`config.mk`:
```
export PLATFORM = sky130hd
export DESIGN_NAME = alarm_scheduler
export DESIGN_NICKNAME = d
export VERILOG_FILES = /design/src/rtl/alarm_scheduler_pkg.sv /design/src/rtl/alarm_scheduler_match_arbiter.sv /design/src/rtl/alarm_scheduler.sv
export SDC_FILE = /design/constraint.sdc
export NUM_CORES = 1
export LEC_CHECK = 0
export ABC_AREA = 1
export BUFFER_PORTS_ARGS = -buffer_cell sky130_fd_sc_hd__buf_2
export CORE_MARGIN = 1.5
export CORE_UTILIZATION = 50
export DETAILED_ROUTE_END_ITERATION = 10
export GPL_ROUTABILITY_DRIVEN = 0
export HOLD_SLACK_MARGIN = 0.06
export PLACE_DENSITY_LB_ADDON = 0.15
export SYNTH_ARGS = -nofsm -noshare
export SYNTH_HDL_FRONTEND = slang
export SYNTH_SLANG_ARGS = --single-unit
```
`constraint.sdc`:
```
create_clock -name clk -period 4.8 [get_ports clk]
set_clock_uncertainty 0.1 [all_clocks]
set_input_delay 0.96 -clock clk [delete_from_list [all_inputs] [get_ports clk]]
set_output_delay 0.96 -clock clk [all_outputs]
set_load 0.02 [all_outputs]
```
`src/rtl/alarm_scheduler_pkg.sv`:
```
// Shared clock/alarm types and limits.
// Used by the alarm scheduler and its match arbiter.
package alarm_scheduler_pkg;

    localparam int MIN_W  = 7;
    localparam int HOUR_W = 6;

    localparam logic [MIN_W-1:0]  MAX_MINUTES = 7'd60;
    localparam logic [HOUR_W-1:0] MAX_HOURS   = 6'd24;

    typedef enum logic [1:0] {
        IDLE    = 2'd0,
        RINGING = 2'd1,
        SNOOZED = 2'd2
    } alarm_state_t;

    typedef struct packed {
        logic              enable;
        logic [HOUR_W-1:0] hours;
        logic [MIN_W-1:0]  minutes;
    } alarm_slot_t;

    function automatic logic time_valid(
        input logic [HOUR_W-1:0] h,
        input logic [MIN_W-1:0]  m
    );
        return (h < MAX_HOURS) && (m < MAX_MINUTES);
    endfunction

endpackage

```
`src/rtl/alarm_scheduler_match_arbiter.sv`:
```
// Compares every slot against the current time and
// picks the lowest-index hit.
module alarm_match_arbiter
    import alarm_scheduler_pkg::*;
#(
    parameter int NUM_ALARMS = 4,
    parameter int IDX_W      = $clog2(NUM_ALARMS)
) (
    input  alarm_slot_t [NUM_ALARMS-1:0] slots,
    input  logic [HOUR_W-1:0]            cur_hours,
    input  logic [MIN_W-1:0]             cur_minutes,
    input  logic                         time_chg,
    output logic                         match_valid,
    output logic [IDX_W-1:0]             match_idx
);

    logic [NUM_ALARMS-1:0] hit;

    always_comb begin
        hit = '0;
        for (int i = 0; i < NUM_ALARMS; i++) begin
            hit[i] = time_chg
                   && slots[i].enable
                   && (slots[i].hours == cur_hours)
                   && (slots[i].minutes == cur_minutes);
        end
    end

    // Scan downwards so the lowest set index is the last one written.
    always_comb begin
        match_valid = 1'b0;
        match_idx   = '0;
        for (int i = NUM_ALARMS - 1; i >= 0; i--) begin
            if (hit[i]) begin
                match_valid = 1'b1;
                match_idx   = IDX_W'(i);
            end
        end
    end

endmodule

```
`src/rtl/alarm_scheduler.sv`:
```
// Multi-slot alarm scheduler: slot file, time-change detect,
// ring/snooze/dismiss sequencing.
module alarm_scheduler
    import alarm_scheduler_pkg::*;
#(
    parameter int NUM_ALARMS       = 4,
    parameter int SNOOZE_MIN       = 5,
    parameter int RING_TIMEOUT_MIN = 10,
    parameter int MAX_SNOOZE       = 3
) (
    input  logic                          clk,
    input  logic                          rst,
    input  logic                          minute_tick,
    input  logic [6:0]                    cur_minutes,
    input  logic [5:0]                    cur_hours,
    input  logic                          wr_en,
    input  logic [$clog2(NUM_ALARMS)-1:0] wr_slot,
    input  logic [6:0]                    wr_minutes,
    input  logic [5:0]                    wr_hours,
    input  logic                          wr_enable,
    input  logic [$clog2(NUM_ALARMS)-1:0] rd_slot,
    output logic [6:0]                    rd_minutes,
    output logic [5:0]                    rd_hours,
    output logic                          rd_enable,
    input  logic                          snooze_btn,
    input  logic                          dismiss_btn,
    output logic                          alarm_trigger,
    output logic                          snoozed,
    output logic [$clog2(NUM_ALARMS)-1:0] active_slot,
    output logic [2:0]                    snooze_count
);

    localparam int IDX_W = $clog2(NUM_ALARMS);
    localparam logic [5:0] RING_LIM = 6'(RING_TIMEOUT_MIN);
    localparam logic [5:0] SNZ_LEN  = 6'(SNOOZE_MIN);
    localparam logic [2:0] SNZ_MAX  = 3'(MAX_SNOOZE);

    alarm_slot_t [NUM_ALARMS-1:0] slots_q, slots_d;
    logic [HOUR_W+MIN_W-1:0]      time_q, time_d;
    alarm_state_t                 state_q, state_d;
    logic [IDX_W-1:0]             act_q, act_d;
    logic [2:0]                   cnt_q, cnt_d;
    logic [5:0]                   ring_q, ring_d;
    logic [5:0]                   snz_q, snz_d;

    logic             time_chg;
    logic             wr_ok;
    logic             kill;
    logic             ring_done;
    logic             match_valid;
    logic [IDX_W-1:0] match_idx;

    assign time_d   = {cur_hours, cur_minutes};
    assign time_chg = (time_d != time_q);

    assign wr_ok = wr_en && time_valid(wr_hours, wr_minutes);

    // Disabling the slot that owns the event ends the event.
    assign kill = wr_ok && !wr_enable && (wr_slot == act_q)
               && (state_q != IDLE);

    assign ring_done = minute_tick && ((ring_q + 6'd1) == RING_LIM);

    alarm_match_arbiter #(
        .NUM_ALARMS (NUM_ALARMS),
        .IDX_W      (IDX_W)
    ) u_arb (
        .slots       (slots_q),
        .cur_hours   (cur_hours),
        .cur_minutes (cur_minutes),
        .time_chg    (time_chg),
        .match_valid (match_valid),
        .match_idx   (match_idx)
    );

    always_comb begin
        slots_d = slots_q;
        if (wr_ok) begin
            slots_d[wr_slot].enable  = wr_enable;
            slots_d[wr_slot].hours   = wr_hours;
            slots_d[wr_slot].minutes = wr_minutes;
        end
    end

    always_comb begin
        state_d = state_q;
        act_d   = act_q;
        cnt_d   = cnt_q;
        ring_d  = ring_q;
        snz_d   = snz_q;
        unique case (state_q)
            IDLE: begin
                if (match_valid) begin
                    state_d = RINGING;
                    act_d   = match_idx;
                    cnt_d   = '0;
                    ring_d  = '0;
                end
            end
            RINGING: begin
                if (minute_tick) ring_d = ring_q + 6'd1;
                if (dismiss_btn || kill || ring_done) begin
                    state_d = IDLE;
                end else if (snooze_btn && (cnt_q < SNZ_MAX)) begin
                    state_d = SNOOZED;
                    cnt_d   = cnt_q + 3'd1;
                    snz_d   = SNZ_LEN;
                end
            end
            SNOOZED: begin
                if (minute_tick) snz_d = snz_q - 6'd1;
                if (dismiss_btn || kill) begin
                    state_d = IDLE;
                end else if (minute_tick && (snz_q == 6'd1)) begin
                    state_d = RINGING;
                    ring_d  = '0;
                end
            end
            default: state_d = IDLE;
        endcase
    end

    always_ff @(posedge clk or negedge rst) begin
        if (!rst) begin
            slots_q <= '0;
            time_q  <= '0;
            state_q <= IDLE;
            act_q   <= '0;
            cnt_q   <= '0;
            ring_q  <= '0;
            snz_q   <= '0;
        end else begin
            slots_q <= slots_d;
            time_q  <= time_d;
            state_q <= state_d;
            act_q   <= act_d;
            cnt_q   <= cnt_d;
            ring_q  <= ring_d;
            snz_q   <= snz_d;
        end
    end

    assign alarm_trigger = (state_q == RINGING);
    assign snoozed       = (state_q == SNOOZED);
    assign active_slot   = act_q;
    assign snooze_count  = cnt_q;

    assign rd_minutes = slots_q[rd_slot].minutes;
    assign rd_hours   = slots_q[rd_slot].hours;
    assign rd_enable  = slots_q[rd_slot].enable;

endmodule

```
* After elaboration in Yosys (flattened, before gate mapping)
Index checks and enable logic that the tools add are counted.
** Operators by class
- Eq/ne operators :: 23
- Add/subtract/negate cells :: 3
- Bitwise gates (word level) :: 0
- Div/mod/pow operators :: 0
- Multipliers :: 0
- Order comparisons :: 6
- Multiplexer cells :: 38
- Shifts and indexed selects :: 0
- Reduce and logical (&&, ||, !) cells :: 34
** Operators by type and width (count)
- $bwmux 56 :: 3
- $demux 14 s2 :: 3
- $mux 6 :: 7
- $bmux 14 s2 :: 1
- $eq 7x7->1 :: 4
- $mux 14 :: 2
- $eq 6x6->1 :: 4
- $logic_and 1x1->1 :: 21
- $mux 2 :: 9
- $pmux 6 s3 :: 1
- $mux 13 :: 1
- $ne 13x13->1 :: 1
- $pmux 6 s2 :: 1
- $ne 2x2->1 const B :: 5
- $mux 3 :: 3
- $reduce_and 4->1 :: 2
- $lt 7x6->1 const B :: 1
- $mux 7 :: 1
- $add 6x1->6 const B :: 1
- $eq 6x1->1 const B :: 1
- $eq 6x4->1 const B :: 1
- $lt 2x3->1 const B :: 2
- $lt 6x5->1 const B :: 1
- $ne 3x1->1 const B :: 2
- 19 further kinds :: 26
** Storage, ports and cells
- ROM bits :: 0
- Memories kept :: 0
- Input port bits :: 37
- Flip-flop bits (word level) :: 88
- Word-level logic and storage cells :: 122
- Output and inout port bits :: 21
- Memory bits (writable) :: 0
- Latch bits :: 0

* Longest topological paths before layout
Gate-level depths: netlist of run 1.
- Depth in word-level cells :: 10
- Gate-level depth with buffers :: 15
- Gate-level depth less buffers :: 14

* Modules after synthesis
From an unflattened synthesis of run 1, not the netlist that was laid out.
** Second synthesis, totals
- Cells, all modules :: 710
- Area total of the unflattened synthesis :: 5041.1 um^2
** Modules (own cells, without submodules)
- alarm_scheduler :: area each 4090.2 um^2, cells each 487, times used 1
- alarm_match_arbiter :: area each 950.9 um^2, cells each 223, times used 1

* Worst setup path before layout of run 1
No wires, ideal clock.
- Kind :: input-to-output
- Start :: in rd_slot[0]
- End :: out rd_hours[5]
- Stages :: 6
- Data arrival time :: 2.157 ns
- Required time :: 3.740 ns
- Path slack :: 1.583 ns
- Cell sequence :: clkbuf_1 > inv_1 > clkbuf_1 > clkbuf_1 > a21oi_1 > a21oi_1
** Between the ends
- Cells in the longest elaborated chain, start to end :: 2
** Ends and longest elaborated chain
- from (decl) :: RTL line alarm_scheduler.sv:21 : input logic [$clog2(NUM_ALARMS)-1:0] rd_slot,
- $bmux 14 s2 :: RTL line alarm_scheduler.sv:149 : assign rd_hours = slots_q[rd_slot].hours;
- $mux 14
- to (decl) :: RTL line alarm_scheduler.sv:23 : output logic [5:0] rd_hours,
Every way passes these cells. The select of a mux whose other input is x is not followed.

* Final worst setup path of run 1
- Start :: in rd_slot[0]
- End :: out rd_minutes[0]
** Between the ends
- Cells in the longest elaborated chain, start to end :: 2
** Ends and longest elaborated chain
- $bmux 14 s2 :: RTL line alarm_scheduler.sv:148 : assign rd_minutes = slots_q[rd_slot].minutes;
- $mux 14
- to (decl) :: RTL line alarm_scheduler.sv:22 : output logic [6:0] rd_minutes,
Every way passes these cells. The select of a mux whose other input is x is not followed.

==> run_results.csv, run 1 <==
group,metric,value,unit
status,status,"complete, no violations",
drt,drc,0,
setup_path,cp_num_cells,6,
setup_path,cp_data_arrival_time,2.64,ns
setup_path,path_cells,"buf_2 > inv_1 > o21ai_0 > a21oi_1 > a21oi_1 > buf_2",
timing,tightestPinTransition,1.10,ns
synthesis,yosys.area_share.adder,1.11,%
clock_tree,cts_made_buffers,9,
cells_and_area,fin_cells,1038,
timing,fmax,0.270,GHz
synthesis,synth-simple-area-share,33.3,%
place,pre_cts_slack,1.16,ns
synthesis,ys_seq_area_share,39.1,%
drt,vias,5625,
floorplanning,die_x,109,um
timing,period_share,77.1,%
global_route,grt_pass1_vias,5238,
setup_path,path_class,"in -> out",
global_route,grt_usage,29.2,%
setup_path,cp_slowest_stage_delay,0.55,ns
drt,routedWlPerCell,15.8,um
cells_and_area,finalInstanceArea,0.00615,mm^2
cells_and_area,nets,935,
floorplanning,core,0.0109,mm^2
global_route,grt_pass1_wl,26100,um
synthesis,synth_top_family_by_area,"simple AND/OR/NAND/NOR gates",
synthesis,synth_edf_count,0,
setup_path,ff2ff_path_depth,9,
synthesis,synthTopCellsByArea,"dfrtp_1 (39%), nand2_1 (19%), inv_1 (7.5%)",
timing,fin_crit,3.70,ns
cells_and_area,diodes,0,
pwr,power_leakage,0.00332,uW
setup_path,cp_slowest_cell,"inv_1",
clock_tree,tritoncts,"done",
synthesis,synthXorXnorAreaFrac,4.05,%
clock_tree,postCtsSetupBuffers,0,
synthesis,syn-num-nets,891,
synthesis,synthFlopType,"dfrtp_1",
global_route,grt_max_degree,89,
setup_path,cp_top_family,"buffers and inverters",
place,dpl_cell_area,0.00597,mm^2
min_path,hold_path_end,"ring_q[5]$_DFFE_PN0P_",
cells_and_area,final_common_cell,"nand2_1",
cells_and_area,drive_gt1_share,11.2,%
setup_path,end_kind,"output pin",
timing,hold_viol,0,
run,max-cap-violations,0,
place,portBuffers,57,
pwr,power.density,378,mW/mm^2
cells_and_area,fillers,1071,
setup_path,start_kind,"primary input",
drt,ant_nets,0,
synthesis,ys_warn_count,0,
global_route,antenna_found_initial,0,
min_path,hp-start,"ring_q[5]$_DFFE_PN0P_",
drt,drt-vias-per-instance,5.42,
setup_path,rr_startpoint,"ring_q[0]$_DFFE_PN0P_",
pwr,pwr-share-seq,46.5,%
clock_tree,clkSinkCount,88,
synthesis,synth_top_area_cell,"dfrtp_1",
global_route,gr-total-overflow,0,
drt,routed_wl,16400,um
drt,dr.pass1.iters,6,
pwr,ir_drop,0.283,mV
setup_path,reg2reg_slack,2.85,ns
clock_tree,clock_path_buffers,2,
floorplanning,rows,38,
synthesis,avgSynthCellArea,6.63,um^2
pwr,p_int,1380,uW
pwr,power.switching,946,uW
cells_and_area,final_cell_mix,"nand2_1 (290), inv_1 (112), nor2_1 (89), dfrtp_1 (88), o21ai_0 (80)",
floorplanning,die_area,0.0119,mm^2
min_path,hp-class,"reg -> reg",
timing,setup_viol,0,
synthesis,synth-seq-cells,88,
synthesis,syn-instance-count,849,
pwr,pwr-share-clk,20.6,%
clock_tree,cts.clk_slew.worst_paths,0.08,ns
place,dp_hpwl,12600,um
min_path,hold_depth,2,
timing,whs,0.403,ns
timing,setup_ws,1.10,ns
synthesis,synth_cell_types,33,
pwr,pwr-share-comb,32.8,%
setup_path,worstPathMaxFanout,38,
drt,drt-initial-drc-count,479,
floorplanning,initial_core_util,51.7,%
floorplanning,die_y,109,um
clock_tree,htree_levels,3,
timing,max_slew_margin,26.9,%
setup_path,worstPathRequired,3.74,ns
timing,slew_viol_final,0,
cells_and_area,layout-area-overhead-vs-synth,9.20,%
clock_tree,clkLatencyLatePin,0.37,ns
clock_tree,cts.repair.resized,0,
setup_path,cp_num_buf_inv,3,
clock_tree,clockRootBuffer,"clkbuf_8",
place,dpl.cell_count,1022,
synthesis,synthMuxAreaShare,0,%
timing,setup_tns,0,ns
synthesis,synth_top_area_share,39.1,%
synthesis,synthArstFlopShare,100,%
setup_path,r2r-end,"snz_q[0]$_DFFE_PN0P_",
synthesis,syn_area,0.00563,mm^2
synthesis,synth_compound_area_share,12.0,%
pwr,p_sw_share,40.7,%
timing,rsz0062_at_grt,"no",
floorplanning,io_pins,58,
clock_tree,hold_buffers,0,
[synth_stat cells, types with 2 or more instances]
| cell | n |
|---|---|
| a21oi_1 | 36 |
| buf_4 | 5 |
| clkbuf_1 | 16 |
| dfrtp_1 | 88 |
| ha_1 | 5 |
| inv_1 | 112 |
| inv_2 | 12 |
| nand2_1 | 290 |
| nand2_2 | 5 |
| nand3_1 | 33 |
| nand3_2 | 3 |
| nand3b_1 | 4 |
| nand4_1 | 15 |
| nor2_1 | 89 |
| nor2_2 | 5 |
| nor3_1 | 4 |
| o21ai_0 | 80 |
| o21ai_1 | 4 |
| o21ai_2 | 2 |
| o22ai_1 | 4 |
| xnor2_1 | 21 |
| xor2_1 | 5 |
[per-stage QoR]
step	power [uW]	util, %
floorplan	1580	-
global placement	1800	54.8
detailed placement	1840	54.8
CTS	2320	56.5
global route	2480	56.5
finish	2320	56.5
[power by group through the flow]
stage / Sequential [uW] / Clock, uW / Combinational, uW
after detailed placement: 1090 / 0 / 749
after global routing: 1100 / 517 / 863
after CTS: 1070 / 489 / 754
after floorplan: 1020 / 0 / 557
final: 1080 / 480 / 763
after global placement: 1080 / 0 / 721
[worst max-delay path by stage]
stage	start	end	slack (ns)
global route	rd_slot[0]	rd_minutes[3]	0.95
floorplan	rd_slot[0]	rd_hours[5]	1.58
global placement	rd_slot[0]	rd_minutes[0]	1.29
detailed placement	rd_slot[0]	rd_minutes[1]	1.16
finish	rd_slot[0]	rd_minutes[0]	1.10
CTS	rd_slot[0]	rd_minutes[1]	1.15
[area by class of cell]
| cell class | count | area (um^2) | area share, % |
|---|---|---|---|
| clock buffer | 14 | 163 | 2.65 |
| multi-input combinational | 613 | 2840 | 46.2 |
| timing repair buffer | 57 | 288 | 4.68 |
| inverter | 124 | 465 | 7.57 |
| tap | 140 | 175 | 2.85 |
| clock inverter | 2 | 13.8 | 0.224 |
| sequential | 88 | 2200 | 35.8 |
[worst min-delay path, stage by stage (launching register included)]
cell and delay (ns):
dfrtp_1 0.37, nand2_1 0.06, nand2_1 0.05
[cell families (layout without fill, tap and decap cells)]
kind of cell	Yosys count	count (layout)
flip-flops	88	88
AO/OA/AOI/OAI	129	129
buffers and inverters	148	197
adder cells (fa/ha/maj)	5	5
XOR/XNOR	26	26
AND/OR/NAND/NOR	453	453
[state kept, by name, summed over array words and instances, names as in the netlist]
name          count
active_slot       2
ring_q            6
slots_q          56
snooze_count      3
snz_q             6
state_q           2
time_q           13
[layer usage]
metal	wire length (um)	up-vias	share of wire (%)	track usage (%)
li1	-	2729	-	-
met1	7370	2615	45	41.3
met2	7220	247	44	44.3
met3	1400	34	8.6	5.32
met4	394	0	2.4	11.0
met5	0	-	0	0
Power figures use the tool's default switching activity.
==> inputs of run 2 (changes only) <==
==> constraint.sdc (replaced) <==
create_clock -name clk -period 3.35 [get_ports clk]
set_clock_uncertainty 0.1 [all_clocks]
set_input_delay 0.67 -clock clk [delete_from_list [all_inputs] [get_ports clk]]
set_output_delay 0.67 -clock clk [all_outputs]
set_load 0.02 [all_outputs]
==> run_results.csv, run 2 (synthesis gave the netlist of run 1 again) <==
group,metric,value,unit
timing,hold_viol,0,
setup_path,ff2ff_path_depth,9,
clock_tree,hold_buffers,0,
setup_path,reg2reg_slack,1.45,ns
clock_tree,cts.repair.resized,0,
cells_and_area,largest_register,"slots_q",
setup_path,path_class,"in -> out",
setup_path,cp_data_arrival_time,2.01,ns
cells_and_area,nets,940,
drt,routedWlPerCell,15.8,um
floorplanning,io_pins,58,
drt,ant_nets,0,
clock_tree,clkSinkCount,88,
cells_and_area,largest_register_ffs,56,
cells_and_area,final_common_cell,"nand2_1",
pwr,power.density,559,mW/mm^2
global_route,grt_max_degree,89,
floorplanning,die_area,0.0119,mm^2
drt,dr.pass1.iters,6,
timing,fin_crit,2.78,ns
min_path,hp-class,"in -> async",
global_route,grt_usage,30.0,%
run,max-cap-violations,0,
setup_path,worstPathRequired,2.58,ns
timing,setup_viol,0,
pwr,power_leakage,0.00337,uW
floorplanning,initial_core_util,51.7,%
cells_and_area,largest_registers,"slots_q: 56 flops, time_q: 13 flops",
setup_path,cp_top_family,"buffers and inverters",
clock_tree,clock_path_buffers,2,
clock_tree,postCtsSetupBuffers,0,
clock_tree,cts.clk_slew.worst_paths,0.09,ns
floorplanning,core,0.0109,mm^2
drt,drc,0,
setup_path,cp_num_buf_inv,3,
clock_tree,clockRootBuffer,"clkbuf_8",
drt,vias,5610,
clock_tree,cts_made_buffers,9,
floorplanning,rows,38,
drt,routed_wl,16500,um
floorplanning,die_x,109,um
place,portBuffers,57,
timing,period_share,83.0,%
setup_path,end_kind,"output pin",
clock_tree,tritoncts,"done",
timing,max_slew_margin,24.4,%
setup_path,rr_startpoint,"ring_q[0]$_DFFE_PN0P_",
setup_path,start_kind,"primary input",
timing,slew_viol_final,0,
cells_and_area,layout-area-overhead-vs-synth,10.8,%
status,status,"complete, no violations",
global_route,antenna_found_initial,0,
timing,tightestPinTransition,1.13,ns
setup_path,path_cells,"buf_2 > inv_1 > o21ai_0 > a21oi_1 > a21oi_1 > buf_2",
clock_tree,clkLatencyLatePin,0.40,ns
cells_and_area,diodes,0,
setup_path,cp_slowest_stage_delay,0.53,ns
floorplanning,die_y,109,um
cells_and_area,final_cell_mix,"nand2_1 (290), inv_1 (112), nor2_1 (89), dfrtp_1 (88), o21ai_0 (80)",
global_route,grt_pass1_vias,5243,
pwr,ir_drop,0.412,mV
pwr,p_total,3490,uW
clock_tree,htree_levels,3,
drt,drt-initial-drc-count,547,
timing,setup_tns,0,ns
place,dp_hpwl,12600,um
timing,rsz0062_at_grt,"no",
cells_and_area,drive_gt1_share,12.1,%
setup_path,worstPathMaxFanout,24,
setup_path,cp_slowest_cell,"inv_1",
global_route,grt_pass1_wl,26500,um
global_route,gr-total-overflow,0,
timing,fmax,0.360,GHz
setup_path,r2r-end,"snz_q[0]$_DFFE_PN0P_",
drt,drt-vias-per-instance,5.38,
run 2: cell count changes in the layout (fill, tap and decap cells not counted):
cell / change
clkinv_2: +1
bufinv_16: +2
clkbuf_1: -3
buf_4: +5
run 2: through the flow:
stage	setup WS [ns]	std cells	hold WS, ns	area (um^2)	utilization [%]
after floorplan	0.713	849	0.274	5630	-
after global placement	0.782	1027	0.375	6010	55.2
after detailed placement	0.632	1027	0.394	6010	55.2
after CTS	0.616	1043	0.363	6240	57.3
after global routing	0.443	1043	0.377	6240	57.3
final	0.570	1043	0.338	6240	57.3
run 2: where the power goes:
| group | internal [uW] | total (uW) | leakage [uW] | switching (uW) |
|---|---|---|---|---|
| registers | 1270 | 1560 | 0.00112 | 287 |
| logic | 393 | 1080 | 0.00213 | 685 |
| clock network | 459 | 853 | 0.000119 | 394 |
run 2: layout make-up:
type,count,area [um^2]
clock buffers,11,151
well taps,140,175
multi-input cells,613,2840
clock inverters,5,78.8
repair buffers,62,325
inverters,124,465
fillers,1042,4650
flip-flops and latches,88,2200
run 2: per-layer routing:
layer / GRT usage (%) / share of wire [%] / wire length, um
met3: 4.48 / 8.2 / 1350
met4: 14.3 / 3.0 / 495
met2: 46.0 / 45 / 7480
met1: 41.4 / 43 / 7130
met5: 0 / 0 / 0
run 2: how the worst max path moves through the flow:
| stage | slack [ns] | startpoint | end | cells past startpoint |
|---|---|---|---|---|
| 4_1_cts | 0.62 | rd_slot[1] | rd_minutes[1] | 6 |
| 3_5_place_dp | 0.63 | rd_slot[1] | rd_minutes[3] | 6 |
| 6_report | 0.57 | rd_slot[1] | rd_minutes[1] | 6 |
| 3_3_place_gp | 0.78 | rd_slot[1] | rd_minutes[1] | 6 |
| 2_1_floorplan | 0.71 | rd_slot[0] | rd_hours[5] | 6 |
| 5_1_grt | 0.44 | rd_slot[1] | rd_minutes[3] | 6 |
==> inputs of run 3 (changes only) <==
==> constraint.sdc (replaced) <==
create_clock -name clk -period 2.8 [get_ports clk]
set_clock_uncertainty 0.1 [all_clocks]
set_input_delay 0.56 -clock clk [delete_from_list [all_inputs] [get_ports clk]]
set_output_delay 0.56 -clock clk [all_outputs]
set_load 0.02 [all_outputs]
==> run_results.csv, run 3 (synthesis gave the netlist of run 1 again) <==
group,metric,value,unit
clock_tree,hold_buffers,0,
floorplanning,io_pins,58,
floorplanning,die_area,0.0119,mm^2
drt,drt-vias-per-instance,5.36,
global_route,grt_max_degree,46,
place,dp_hpwl,12700,um
timing,hold_viol,0,
clock_tree,postCtsSetupBuffers,0,
cells_and_area,diodes,0,
pwr,power.density,635,mW/mm^2
drt,vias,5613,
floorplanning,die_y,109,um
clock_tree,clkSinkCount,88,
floorplanning,rows,38,
place,dpl.cell_count,1031,
setup_path,start_kind,"primary input",
setup_path,cp_data_arrival_time,1.60,ns
cells_and_area,layout-area-overhead-vs-synth,10.6,%
clock_tree,cts.repair.resized,0,
setup_path,cp_slowest_cell,"buf_4",
pwr,power_leakage,0.00337,uW
drt,routed_wl,16200,um
setup_path,worstPathRequired,2.14,ns
timing,tightestPinTransition,0.583,ns
setup_path,path_cells,"buf_2 > inv_1 > buf_4 > o21ai_0 > a21oi_1 > a21oi_1 > buf_2",
clock_tree,clockRootBuffer,"clkbuf_8",
status,status,"complete, no violations",
drt,drt-initial-drc-count,529,
drt,ant_nets,0,
setup_path,end_kind,"output pin",
timing,rsz0062_at_grt,"no",
pwr,ir_drop,0.365,mV
cells_and_area,largest_register,"slots_q",
pwr,p_total,3950,uW
timing,slew_viol_final,0,
floorplanning,die_x,109,um
clock_tree,clock_path_buffers,2,
setup_path,cp_slowest_stage_delay,0.20,ns
place,portBuffers,57,
timing,setup_tns,0,ns
cells_and_area,fillers,1069,
drt,dr.pass1.iters,6,
drt,drc,0,
global_route,gr-total-overflow,0,
global_route,antenna_found_initial,0,
cells_and_area,nets,944,
cells_and_area,fin_cells,1047,
floorplanning,core,0.0109,mm^2
floorplanning,initial_core_util,51.7,%
setup_path,cp_top_family,"buffers and inverters",
min_path,hp-class,"in -> async",
clock_tree,htree_levels,3,
cells_and_area,drive_gt1_share,12.2,%
run,max-cap-violations,0,
cells_and_area,final_common_cell,"nand2_1",
setup_path,path_class,"in -> out",
global_route,grt_usage,29.7,%
timing,setup_viol,0,
clock_tree,tritoncts,"done",
global_route,grt_pass1_vias,5316,
setup_path,cp_num_buf_inv,4,
setup_path,worstPathMaxFanout,20,
global_route,grt_pass1_wl,26600,um
cells_and_area,largest_registers,"slots_q: 56 flops, time_q: 13 flops",
cells_and_area,largest_register_ffs,56,
clock_tree,clkLatencyLatePin,0.38,ns
clock_tree,cts_made_buffers,9,
timing,fin_crit,2.26,ns
timing,period_share,80.7,%
clock_tree,cts.clk_slew.worst_paths,0.08,ns
drt,routedWlPerCell,15.5,um
timing,max_slew_margin,61.2,%
cells_and_area,final_cell_mix,"nand2_1 (290), inv_1 (112), nor2_1 (89), dfrtp_1 (88), o21ai_0 (80)",
timing,fmax,0.442,GHz
==> run 3: cell count changes in the layout (fill, tap and decap cells not counted) <==
cell	previous run	this run
bufinv_16	2	0
buf_12	0	2
clkbuf_1	0	2
clkinv_4	1	0
buf_4	6	8
clkbuf_8	11	10
clkinv_2	2	4
==> run 3: metal layers <==
layer / up-vias / share of wire [%] / global-route usage, %
li1: 2748 / - / -
met3: 38 / 5.9 / 3.47
met2: 196 / 45 / 45.8
met1: 2631 / 46 / 41.6
met5: - / 0 / 0
met4: 0 / 3.4 / 13.6
==> run 3: layout make-up <==
class                   count  area [um^2]  share of cell area, %
multi-input cells         613         2840                   45.6
flip-flops and latches     88         2200                   35.4
inverters                 124          465                   7.47
repair buffers             66          380                   6.11
well taps                 140          175                   2.81
clock buffers              12          145                   2.33
clock inverters             4         20.0                  0.321
==> run 3: through the flow <==
stage	util, %	setup WS (ns)	cell area [um^2]	hold WS [ns]
2_1_floorplan	-	0.383	5630	0.164
6_report	57.2	0.540	6230	0.0726
5_1_grt	57.2	0.475	6230	0.126
3_5_place_dp	55.7	0.539	6060	0.377
3_3_place_gp	55.7	0.588	6060	0.375
4_1_cts	57.2	0.528	6230	0.0857
==> run 3: worst paths after layout <==
check / start / endpoint / slack [ns] / cells past startpoint
worst max-delay path: rd_slot[0] / rd_minutes[5] / 0.54 / 7
worst min-delay path: rst / time_q[10]$_DFF_PN0_ / 0.07 / 1
worst max register to register: ring_q[0]$_DFFE_PN0P_ / snz_q[0]$_DFFE_PN0P_ / 0.86 / 9
worst min register to register: slots_q[27]$_DFFE_PN0P_ / slots_q[27]$_DFFE_PN0P_ / 0.40 / 2
max in group asynchronous: rst / slots_q[3]$_DFFE_PN0P_ / 1.88 / 2
min in group clk: cur_minutes[5] / time_q[5]$_DFF_PN0_ / 0.29 / 1
==> run 3: power breakdown <==
group	internal, uW	leakage, uW	switching [uW]
combinational	477	0.00216	826
clock	341	0.0000899	452
sequential	1520	0.00112	335
